<file path="src/rtl/gpio_filt_pkg.sv">
// Shared constants and helpers for the GPIO input conditioning stage.
package gpio_filt_pkg;

  localparam int GPIO_W = 32;

  // Width needed to count 0..n-1, never less than one bit.
  function automatic int cnt_width(input int n);
    int w;
    w = $clog2(n);
    return (w < 1) ? 1 : w;
  endfunction

endpackage

</file>
<file path="src/rtl/gpio_filt_bit.sv">
// One pad bit: synchronizer, tick-qualified debounce counter and edge pulses.
module gpio_filt_bit
  import gpio_filt_pkg::*;
#(
  parameter int SYNC_STAGES = 2,
  parameter int DB_LEN      = 3
) (
  input  logic clk,
  input  logic rstn,
  input  logic pad,
  input  logic filt_en,
  input  logic tick,
  output logic din,
  output logic rise,
  output logic fall
);

  localparam int            CW      = cnt_width(DB_LEN);
  localparam logic [CW-1:0] CNT_MAX = CW'(DB_LEN - 1);

  logic [SYNC_STAGES-1:0] sync_r;
  logic                   sync_q;
  logic [CW-1:0]          cnt;
  logic [CW-1:0]          cnt_nxt;
  logic                   din_nxt;
  logic                   en_q;

  assign sync_q = sync_r[SYNC_STAGES-1];

  always_comb begin
    cnt_nxt = cnt;
    din_nxt = din;
    // A change of filter mode only restarts the count; the level is kept.
    if (filt_en != en_q) begin
      cnt_nxt = '0;
    end else if (!filt_en) begin
      din_nxt = sync_q;
      cnt_nxt = '0;
    end else if (sync_q == din) begin
      cnt_nxt = '0;
    end else if (tick) begin
      if (cnt == CNT_MAX) begin
        din_nxt = sync_q;
        cnt_nxt = '0;
      end else begin
        cnt_nxt = cnt + 1'b1;
      end
    end
  end

  always_ff @(posedge clk or negedge rstn) begin
    if (!rstn) begin
      sync_r <= '0;
      cnt    <= '0;
      din    <= 1'b0;
      en_q   <= 1'b0;
      rise   <= 1'b0;
      fall   <= 1'b0;
    end else begin
      sync_r <= {sync_r[SYNC_STAGES-2:0], pad};
      cnt    <= cnt_nxt;
      din    <= din_nxt;
      en_q   <= filt_en;
      rise   <= din_nxt & ~din;
      fall   <= ~din_nxt & din;
    end
  end

endmodule

</file>
<file path="src/rtl/gpio_in_filter.sv">
// Input conditioning in front of gpioi_din: shared sample prescaler plus
// NBITS per-bit synchronize/debounce/edge-detect slices.
module gpio_in_filter
  import gpio_filt_pkg::*;
#(
  parameter int NBITS       = 8,
  parameter int SYNC_STAGES = 2,
  parameter int PRESC       = 1,
  parameter int DB_LEN      = 3
) (
  input  logic              clk,
  input  logic              rstn,
  input  logic [GPIO_W-1:0] pad_i,
  input  logic [GPIO_W-1:0] filt_en_i,
  output logic [GPIO_W-1:0] din_o,
  output logic [GPIO_W-1:0] rise_o,
  output logic [GPIO_W-1:0] fall_o,
  output logic              tick_o
);

  localparam int            PW    = cnt_width(PRESC);
  localparam logic [PW-1:0] P_MAX = PW'(PRESC - 1);

  logic [PW-1:0] pcnt;
  logic [PW-1:0] pcnt_nxt;

  assign pcnt_nxt = (pcnt == P_MAX) ? '0 : pcnt + 1'b1;

  // Tick is registered so it is low in reset yet high exactly while pcnt == P_MAX.
  always_ff @(posedge clk or negedge rstn) begin
    if (!rstn) begin
      pcnt   <= '0;
      tick_o <= 1'b0;
    end else begin
      pcnt   <= pcnt_nxt;
      tick_o <= (pcnt_nxt == P_MAX);
    end
  end

  for (genvar i = 0; i < GPIO_W; i++) begin : g_bit
    if (i < NBITS) begin : g_act
      gpio_filt_bit #(
        .SYNC_STAGES (SYNC_STAGES),
        .DB_LEN      (DB_LEN)
      ) u_bit (
        .clk     (clk),
        .rstn    (rstn),
        .pad     (pad_i[i]),
        .filt_en (filt_en_i[i]),
        .tick    (tick_o),
        .din     (din_o[i]),
        .rise    (rise_o[i]),
        .fall    (fall_o[i])
      );
    end else begin : g_tie
      logic unused_in;
      assign unused_in = pad_i[i] ^ filt_en_i[i];
      assign din_o[i]  = 1'b0;
      assign rise_o[i] = 1'b0;
      assign fall_o[i] = 1'b0;
    end
  end

endmodule

</file>
<file path="config.mk">
export PLATFORM = sky130hd
export DESIGN_NAME = gpio_in_filter
export DESIGN_NICKNAME = d
export VERILOG_FILES = /design/src/rtl/gpio_filt_pkg.sv /design/src/rtl/gpio_filt_bit.sv /design/src/rtl/gpio_in_filter.sv
export SDC_FILE = /design/constraint.sdc
export NUM_CORES = 1
export LEC_CHECK = 0
export ABC_AREA = 1
export CORE_ASPECT_RATIO = 2
export CORE_MARGIN = 8
export CORE_UTILIZATION = 41
export CTS_CLUSTER_SIZE = 16
export DETAILED_ROUTE_END_ITERATION = 10
export GPL_ROUTABILITY_DRIVEN = 0
export PLACE_DENSITY = 0.84
export SYNTH_ARGS = -nofsm -noshare
export SYNTH_HDL_FRONTEND = slang
export SYNTH_SLANG_ARGS = --single-unit
</file>
<file path="constraint.sdc">
create_clock -name clk -period 1.1 [get_ports clk]
set_input_delay 0.275 -clock clk [delete_from_list [all_inputs] [get_ports clk]]
set_output_delay 0.275 -clock clk [all_outputs]
set_load 0.05 [all_outputs]
</file>
==> summary.txt, run 1 <==
Routing
  • DRT Wirelength: 7090 um
  • First-pass DRT Iterations: 4
  • Vias/cell: 4.44
  • WL/cell: 13.2 um
  • Routed Antenna Nets: 0
  • Detailed-route via count: 2392
  • DRC viols: 0
  • Iteration-0 DRC Markers: 100

Global routing
  • Antenna violations before repair: 0
  • First-pass GRT wire length: 11400 um
  • Largest net degree at the start of global routing: 32
  • GR Overflow Total: 0
  • Vias in the first global route: 2573
  • All-Layer GR Usage: 0.127

CTS
  • Clock-pin slew on the worst setup and hold paths: 60 ps
  • Clock Sinks: 65
  • Longest Clk Path Bufs: 2
  • Worst-Skew Late Latency: 330 ps
  • CTS tree: done
  • CTS Buf Count: 9
  • H-Tree Depth: 3
  • Root buf cell: clkbuf_16

Layout
  • Fillers: 677
  • N_diodes: 0
  • Filler-free cell count of the finished design: around 540
  • Final Util: 0.540
  • Share of cells above drive strength 1: 0.274
  • Fin nets: 502
  • P&R area growth vs syn: 30.0%

Synth
  • Main synth FF type: dfrtp_1
  • Synth Area in Adders: 0
  • Most common cell in the netlist: buf_4
  • Post-synthesis mux area share: 0
  • Top post-synthesis cells by area: dfrtp_1, buf_4, nand2_1
  • Register area share after synthesis: 0.479
  • Post-Synth Simple-Gate Area: 0.202
  • #FFs+latches synth: 65
  • Post-Synth XOR/XNOR Area: 0.0155
  • Ys Warns: 0
  • Largest family of logic cells by synthesized area: buffers and inverters
  • Synth cell types: 26
  • Syn Inst Count: 386
  • Post-synth top cells: buf_4, nand2_1, dfrtp_1
  • Ys async rst share: 1.00
  • Yosys top cell area share: 0.479
  • Synth Cell Area: 3390 um2
  • Synth Area in Compound Gates: 0.0225
  • Largest area contributor in the netlist: dfrtp_1
  • Number of synthesized flops with an enable pin: 0
  • Syn avg cell area: 8.79 um2

Setup path
  • Setup Crit Path Kind: register to output pin
  • CP Capture Type: output pin
  • Slowest CP cell: dfrtp_2
  • Crit path max fanout: 2
  • Data required, critical path: 820 ps
  • Startpoint types: register
  • Cell Chain, Critical Path: buf_6, buf_12
  • CP arrival: approximately 990 ps
  • Critical path's largest stage delay: about 400 ps

Run status
  • Failing checks: setup timing
  • Status: finished with violations

STA
  • Final Max Tran Viols: 0
  • Clock Skew: 6.16 ps
  • Final hold violation count: 0
  • Tcrit/Tclk final: 1.15
  • Final Critical Period: 1270 ps
  • RSZ-0062 raised after global routing: yes
  • Final-report setup violation count: between 40 and 50
  • PnR worst setup slack: -168 ps
  • Fmax: 789 MHz

Placement
  • Placed Instances: approximately 500
  • Buffers added on ports: 42
  • DP Wirelength: 5100 um

Power
  • Pwr dens: 1730 nW/um2
  • Max IR drop VDD: 1.44 mV
  • LEAKAGE: 0.00233 uW

Floorplanning
  • IO Count: 163
  • Rows: 47
  • Core ar.: ~8200 um2
  • Starting Density: 0.415
  • Die W: approximately 80 um
  • Die height: 145 um
  • Die ar.: 11600 um2

Flow run
  • Max-cap violations: 0

Min path
  • Hold Path Class: input port to register
==> worst paths after layout <==
kind | slack (ps) | to | startpoint | cells after the start
max | -170 | tick_o | tick_o$_DFF_PN0_ | 2
min | 190 | g_bit[0].g_act.u_bit.en_q$_DFF_PN0_ | filt_en_i[0] | 1
max reg2reg | -90 | g_bit[2].g_act.u_bit.din$_DFF_PN0_ | tick_o$_DFF_PN0_ | 8
min reg2reg | 350 | g_bit[7].g_act.u_bit.sync_r[1]$_DFF_PN0_ | g_bit[7].g_act.u_bit.sync_r[0]$_DFF_PN0_ | 0
max in group asynchronous | 260 | g_bit[4].g_act.u_bit.din$_DFF_PN0_ | rstn | 3
min in group asynchronous | 370 | g_bit[5].g_act.u_bit.en_q$_DFF_PN0_ | rstn | 2
==> report_power, final <==
group	internal [uW]	total [uW]	switching [uW]	leakage, uW
combinational	605	1890	1290	0.00136
sequential	2540	2670	129	0.000815
clock	2100	3090	996	0.000162
total	5240	7650	2410	0.00233
==> layout make-up <==
class                      instances  area [um2]  share of cell area
timing repair buffer              65         875               0.198
inverter                          54         215              0.0488
multi-input combinational        240        1230               0.279
clock buffer                      11         253              0.0573
tap                               98         123              0.0278
timing repair inverter             1        6.26             0.00142
sequential                        65        1630               0.370
clock inverter                     5        77.6              0.0176
==> layer usage <==
metal,share of wire,GRT usage,vias to the layer above,wire (um)
li1,-,-,1119,-
met1,0.35,0.132,1145,2460
met2,0.54,0.222,115,3860
met3,0.081,0.0328,13,573
met4,0.028,0.0705,0,199
met5,0,0,-,0
==> repair_timing <==
| item | CTS | global route |
|---|---|---|
| hold buffers | 1 | 0 |
| hold endpoints to repair | 7 | 0 |
| resized for setup | 28 | 26 |
| buffers inserted | 10 | 1 |
| setup endpoints to repair | 36 | 63 |
| gates cloned | 1 | 0 |
| pin swaps | 2 | 8 |
==> cell usage in the layout, fill, tap and decap left out, types with 8 or more instances in the layout <==
cell type         n
buf_12           26
buf_4            16
clkbuf_16         9
clkdlybuf4s50_1  12
conb_1           73
dfrtp_1          60
inv_1            46
nand2_1          61
nand2_2          14
nand3_1          13
nand3_2           8
nand4_1          14
nor2_1           19
==> worst max-delay path, delay by kind of cell (launching register included) <==
family,cells,cell delay (ps)
flops,1,400
buf+inv,2,270
==> stage by stage <==
| stage | TNS [ps] | hold WS, ps | area [um2] | total power [uW] | worst slack [ps] |
|---|---|---|---|---|---|
| floorplan | -283 | -20.6 | 3690 | 4090 | -83.8 |
| global placement | -7860 | 164 | 3830 | 4330 | -332 |
| detailed placement | -9770 | 169 | 3830 | 4380 | -397 |
| CTS | -2480 | 324 | 4330 | 7650 | -183 |
| global route | -4590 | 174 | 4410 | 7970 | -194 |
| finish | -2260 | 188 | 4410 | 7650 | -168 |
==> cells by family (layout without fill, tap and decap cells) <==
logic type | Yosys count | count (layout)
buffers and inverters | 152 | 136
AND/OR/NAND/NOR | 147 | 147
flip-flops | 65 | 65
AO/OA/AOI/OAI | 14 | 14
XOR/XNOR | 6 | 6
other | 2 | 73
==> flip-flops by register name, summed over array words and instances (netlist names) <==
signal                    cells
g_bit.g_act.u_bit.cnt        16
tick_o                        1
g_bit.g_act.u_bit.sync_r     16
g_bit.g_act.u_bit.en_q        8
g_bit.g_act.u_bit.din         8
g_bit.g_act.u_bit.fall        8
g_bit.g_act.u_bit.rise        8
No activity file was read; power rests on OpenSTA's default activity.
==> run 2, diff against run 1 <==
--- a/config.mk
+++ b/config.mk
@@ -6,10 +6,10 @@
 export NUM_CORES = 1
 export LEC_CHECK = 0
 export ABC_AREA = 1
-export CORE_ASPECT_RATIO = 2
+export CORE_ASPECT_RATIO = 0.8
 export CORE_MARGIN = 8
 export CORE_UTILIZATION = 41
-export CTS_CLUSTER_SIZE = 16
+export CTS_CLUSTER_SIZE = 25
 export DETAILED_ROUTE_END_ITERATION = 10
 export GPL_ROUTABILITY_DRIVEN = 0
 export PLACE_DENSITY = 0.84
==> run 2 against run 1 <==
  * The flow still finishes with violations (setup timing)
  * Clock skew is 1.3 ps higher
  * Utilization is 0.34 points higher
  * Fmax is 1.3% lower
  * Power is 14% lower
  * First-iteration DRC count is 4.0% lower
  * Critical path type unchanged
  * Critical path depth stayed put
  * Clock-buffer cell count is 1 higher
  * Die area is 1.4% lower
  * Via count is 1.9% lower
  * Sequential power hardly changed
  * Largest power group is now registers
  * Hold slack better by 21 ps
==> summary.txt, run 2 (synthesized netlist as in run 1, its figures left out) <==
Run status
  • Status: finished with violations
  • Failing checks: setup timing

Setup path
  • Cell Chain, Critical Path: buf_6, buf_12
  • Reg2reg path depth: 9 (+1)
  • Worst path top cell family by delay: flip-flops
  • Crit path max fanout: 2 (unchanged)
  • Worst reg2reg startpoint: tick_o$_DFF_PN0_
  • Startpoint types: register
  • Worst path buffer plus inverter count: 2 (unchanged)
  • CP Capture Type: output pin
  • Setup Crit Path Kind: register to output pin
  • Data required, critical path: 820 ps (about the same)
  • Crit path launch: tick_o$_DFF_PN0_
  • Slowest CP cell: dfrtp_2
  • RR Endpoint: g_bit[4].g_act.u_bit.din$_DFF_PN0_
  • R2R Setup Slk: -170 ps (-80 ps)
  • CP arrival: 1010 ps (+20 ps)
  • Critical path's largest stage delay: 410 ps (about the same)

Floorplanning
  • Rows: 29 (-38%)
  • IO Count: 163 (unchanged)
  • Die height: 97.4 um (-33%)
  • Starting Density: 0.425 (+0.00996)
  • Die ar.: 11500 um2 (-1.4%)
  • Core ar.: 7980 um2 (-2.3%)
  • Die W: 118 um (+47%)

STA
  • Total negative slack: -3210 ps (-957 ps)
  • Fmax: 778 MHz (-1.3%)
  • Final Critical Period: 1290 ps (+17.1 ps)
  • Final-report setup violation count: 49 (+11%)
  • RSZ-0062 raised after global routing: yes
  • Final hold violation count: 0 (unchanged)
  • PnR worst setup slack: -185 ps (-17.1 ps)
  • Final Max Tran Viols: 0 (unchanged)
  • Tcrit/Tclk final: 1.17 (+0.0155)
  • Final hold slack: 209 ps (+21.3 ps)
  • Clock Skew: 7.50 ps (+1.33 ps)

Global routing
  • GR Overflow Total: 0 (unchanged)
  • Largest net degree at the start of global routing: 66 (+110%)
  • First-pass GRT wire length: 11600 um (+2.0%)
  • Vias in the first global route: 2537 (-1.4%)
  • All-Layer GR Usage: 0.124 (-0.00302)
  • Antenna violations before repair: 0 (unchanged)

Routing
  • Detailed-route via count: 2347 (-1.9%)
  • First-pass DRT Iterations: 4 (unchanged)
  • DRC viols: 0 (unchanged)
  • Iteration-0 DRC Markers: 96 (-4.0%)
  • Routed Antenna Nets: 0 (unchanged)
  • Vias/cell: 4.27 (-3.8%)
  • DRT Wirelength: 7000 um (-1.4%)
  • WL/cell: 12.7 um (-3.3%)

CTS
  • Longest Clk Path Bufs: 2 (unchanged)
  • Root buf cell: clkbuf_8
  • Worst-Skew Late Latency: 330 ps (about the same)
  • CTS Buf Count: 9 (unchanged)
  • H-Tree Depth: 3 (unchanged)
  • Clock Sinks: 65 (unchanged)
  • CTS tree: done
  • Clock-pin slew on the worst setup and hold paths: 70 ps (about the same)

Power
  • Net Sw Frac: 0.347 (+0.0322)
  • Combinational share of power: 0.285 (+0.038)
  • Clock power share: 0.308 (-0.096)
  • Reg power frac: 0.407 (+0.058)
  • Max IR drop VDD: 1.04 mV (-28%)
  • LEAKAGE: 0.00230 uW (-1.3%)
  • Int Power: 4290 uW (-18%)
  • Net Sw Power: 2280 uW (-5.3%)
  • Pwr dens: 1520 nW/um2 (-13%)

Layout
  • P&R area growth vs syn: 27.8%
  • Commonest cells after routing, fill and taps aside: conb_1, nand2_1, dfrtp_1, inv_1, buf_12
  • Commonest non-fill, non-tap cell in the layout: conb_1
  • Biggest regs: g_bit.g_act.u_bit.cnt x16, g_bit.g_act.u_bit.sync_r x16
  • Final instance area: 4340 um2 (-1.7%)
  • Share of cells above drive strength 1: 0.262 (-0.0119)
  • Filler-free cell count of the finished design: 550 (+2.0%)
  • N_diodes: 0 (unchanged)
  • Fin nets: 504 (+0.40%)
  • Fillers: 685 (+1.2%)

Placement
  • Buffers added on ports: 42 (unchanged)
  • Placed Instances: 518 (+1.6%)
  • Post-place instance area: 3830 um2 (about the same)
  • DP Wirelength: 5060 um (-0.75%)

Min path
  • HP Start: filt_en_i[0]
  • WHS Path Cells: 1 (unchanged)
  • Hold Path Class: input port to register
  • Hold Path Sink: g_bit[0].g_act.u_bit.en_q$_DFF_PN0_

Flow run
  • Max-cap violations: 0 (unchanged)
## run 2: cell count changes in the layout (fill, tap and decap cells not counted), moves of 2 or more
cell	delta
clkbuf_16	-9
clkbuf_8	+9
nand2_2	-4
inv_4	-3
a21oi_1	+2
a21oi_2	-2
buf_4	+2
buf_8	+2
inv_2	+2
nand2_1	+2
nand2_4	+2
nand3_2	-2
nand3_4	+2
## run 2: how the worst max path moves through the flow
stage	endpoint	slack, ps	depth (start not counted)
3_3_place_gp	g_bit[5].g_act.u_bit.din$_DFF_PN0_	-280	8
2_1_floorplan	g_bit[5].g_act.u_bit.din$_DFF_PN0_	-80	8
5_1_grt	g_bit[4].g_act.u_bit.din$_DFF_PN0_	-220	9
6_report	tick_o	-190	2
3_5_place_dp	g_bit[1].g_act.u_bit.din$_DFF_PN0_	-370	8
4_1_cts	tick_o	-210	2
## run 2: metrics by stage
stage / utilization / setup WS [ps] / power (uW)
6_report: 0.543 / -185 / 6580
5_1_grt: 0.543 / -222 / 6850
4_1_cts: 0.523 / -207 / 6530
3_5_place_dp: 0.480 / -369 / 4380
3_3_place_gp: 0.480 / -275 / 4330
2_1_floorplan: - / -83.8 / 4090
## run 2: final cells by class
| type | instances | area, um2 | area share |
|---|---|---|---|
| flip-flops and latches | 65 | 1630 | 0.376 |
| multi-input cells | 240 | 1250 | 0.288 |
| repair buffers | 68 | 910 | 0.210 |
| inverters | 54 | 215 | 0.0496 |
| clock buffers | 12 | 155 | 0.0358 |
| well taps | 108 | 135 | 0.0312 |
| clock inverters | 3 | 40.0 | 0.00923 |
## run 2: power groups by stage
stage / registers, uW / clock network (uW) / logic [uW]
after floorplan: 2660 / 0 / 1430
after global placement: 2720 / 0 / 1610
after detailed placement: 2730 / 0 / 1660
after CTS: 2670 / 2070 / 1790
after global routing: 2690 / 2170 / 2000
final: 2670 / 2030 / 1880
## run 2: what timing repair did
action	4_1_cts	5_1_grt
hold buffers	1	0
gates resized for setup	22	33
pin swaps	3	16
endpoints found under the hold margin	65	0
buffers inserted	9	7
setup endpoints to repair	35	61
## run 2: metal layers
layer  up-vias  share of wire  global-route usage
li1       1121              -                   -
met4         0          0.011              0.0363
met3         8          0.070              0.0581
met5         -              0                   0
met1      1135           0.36               0.113
met2        83           0.55               0.238
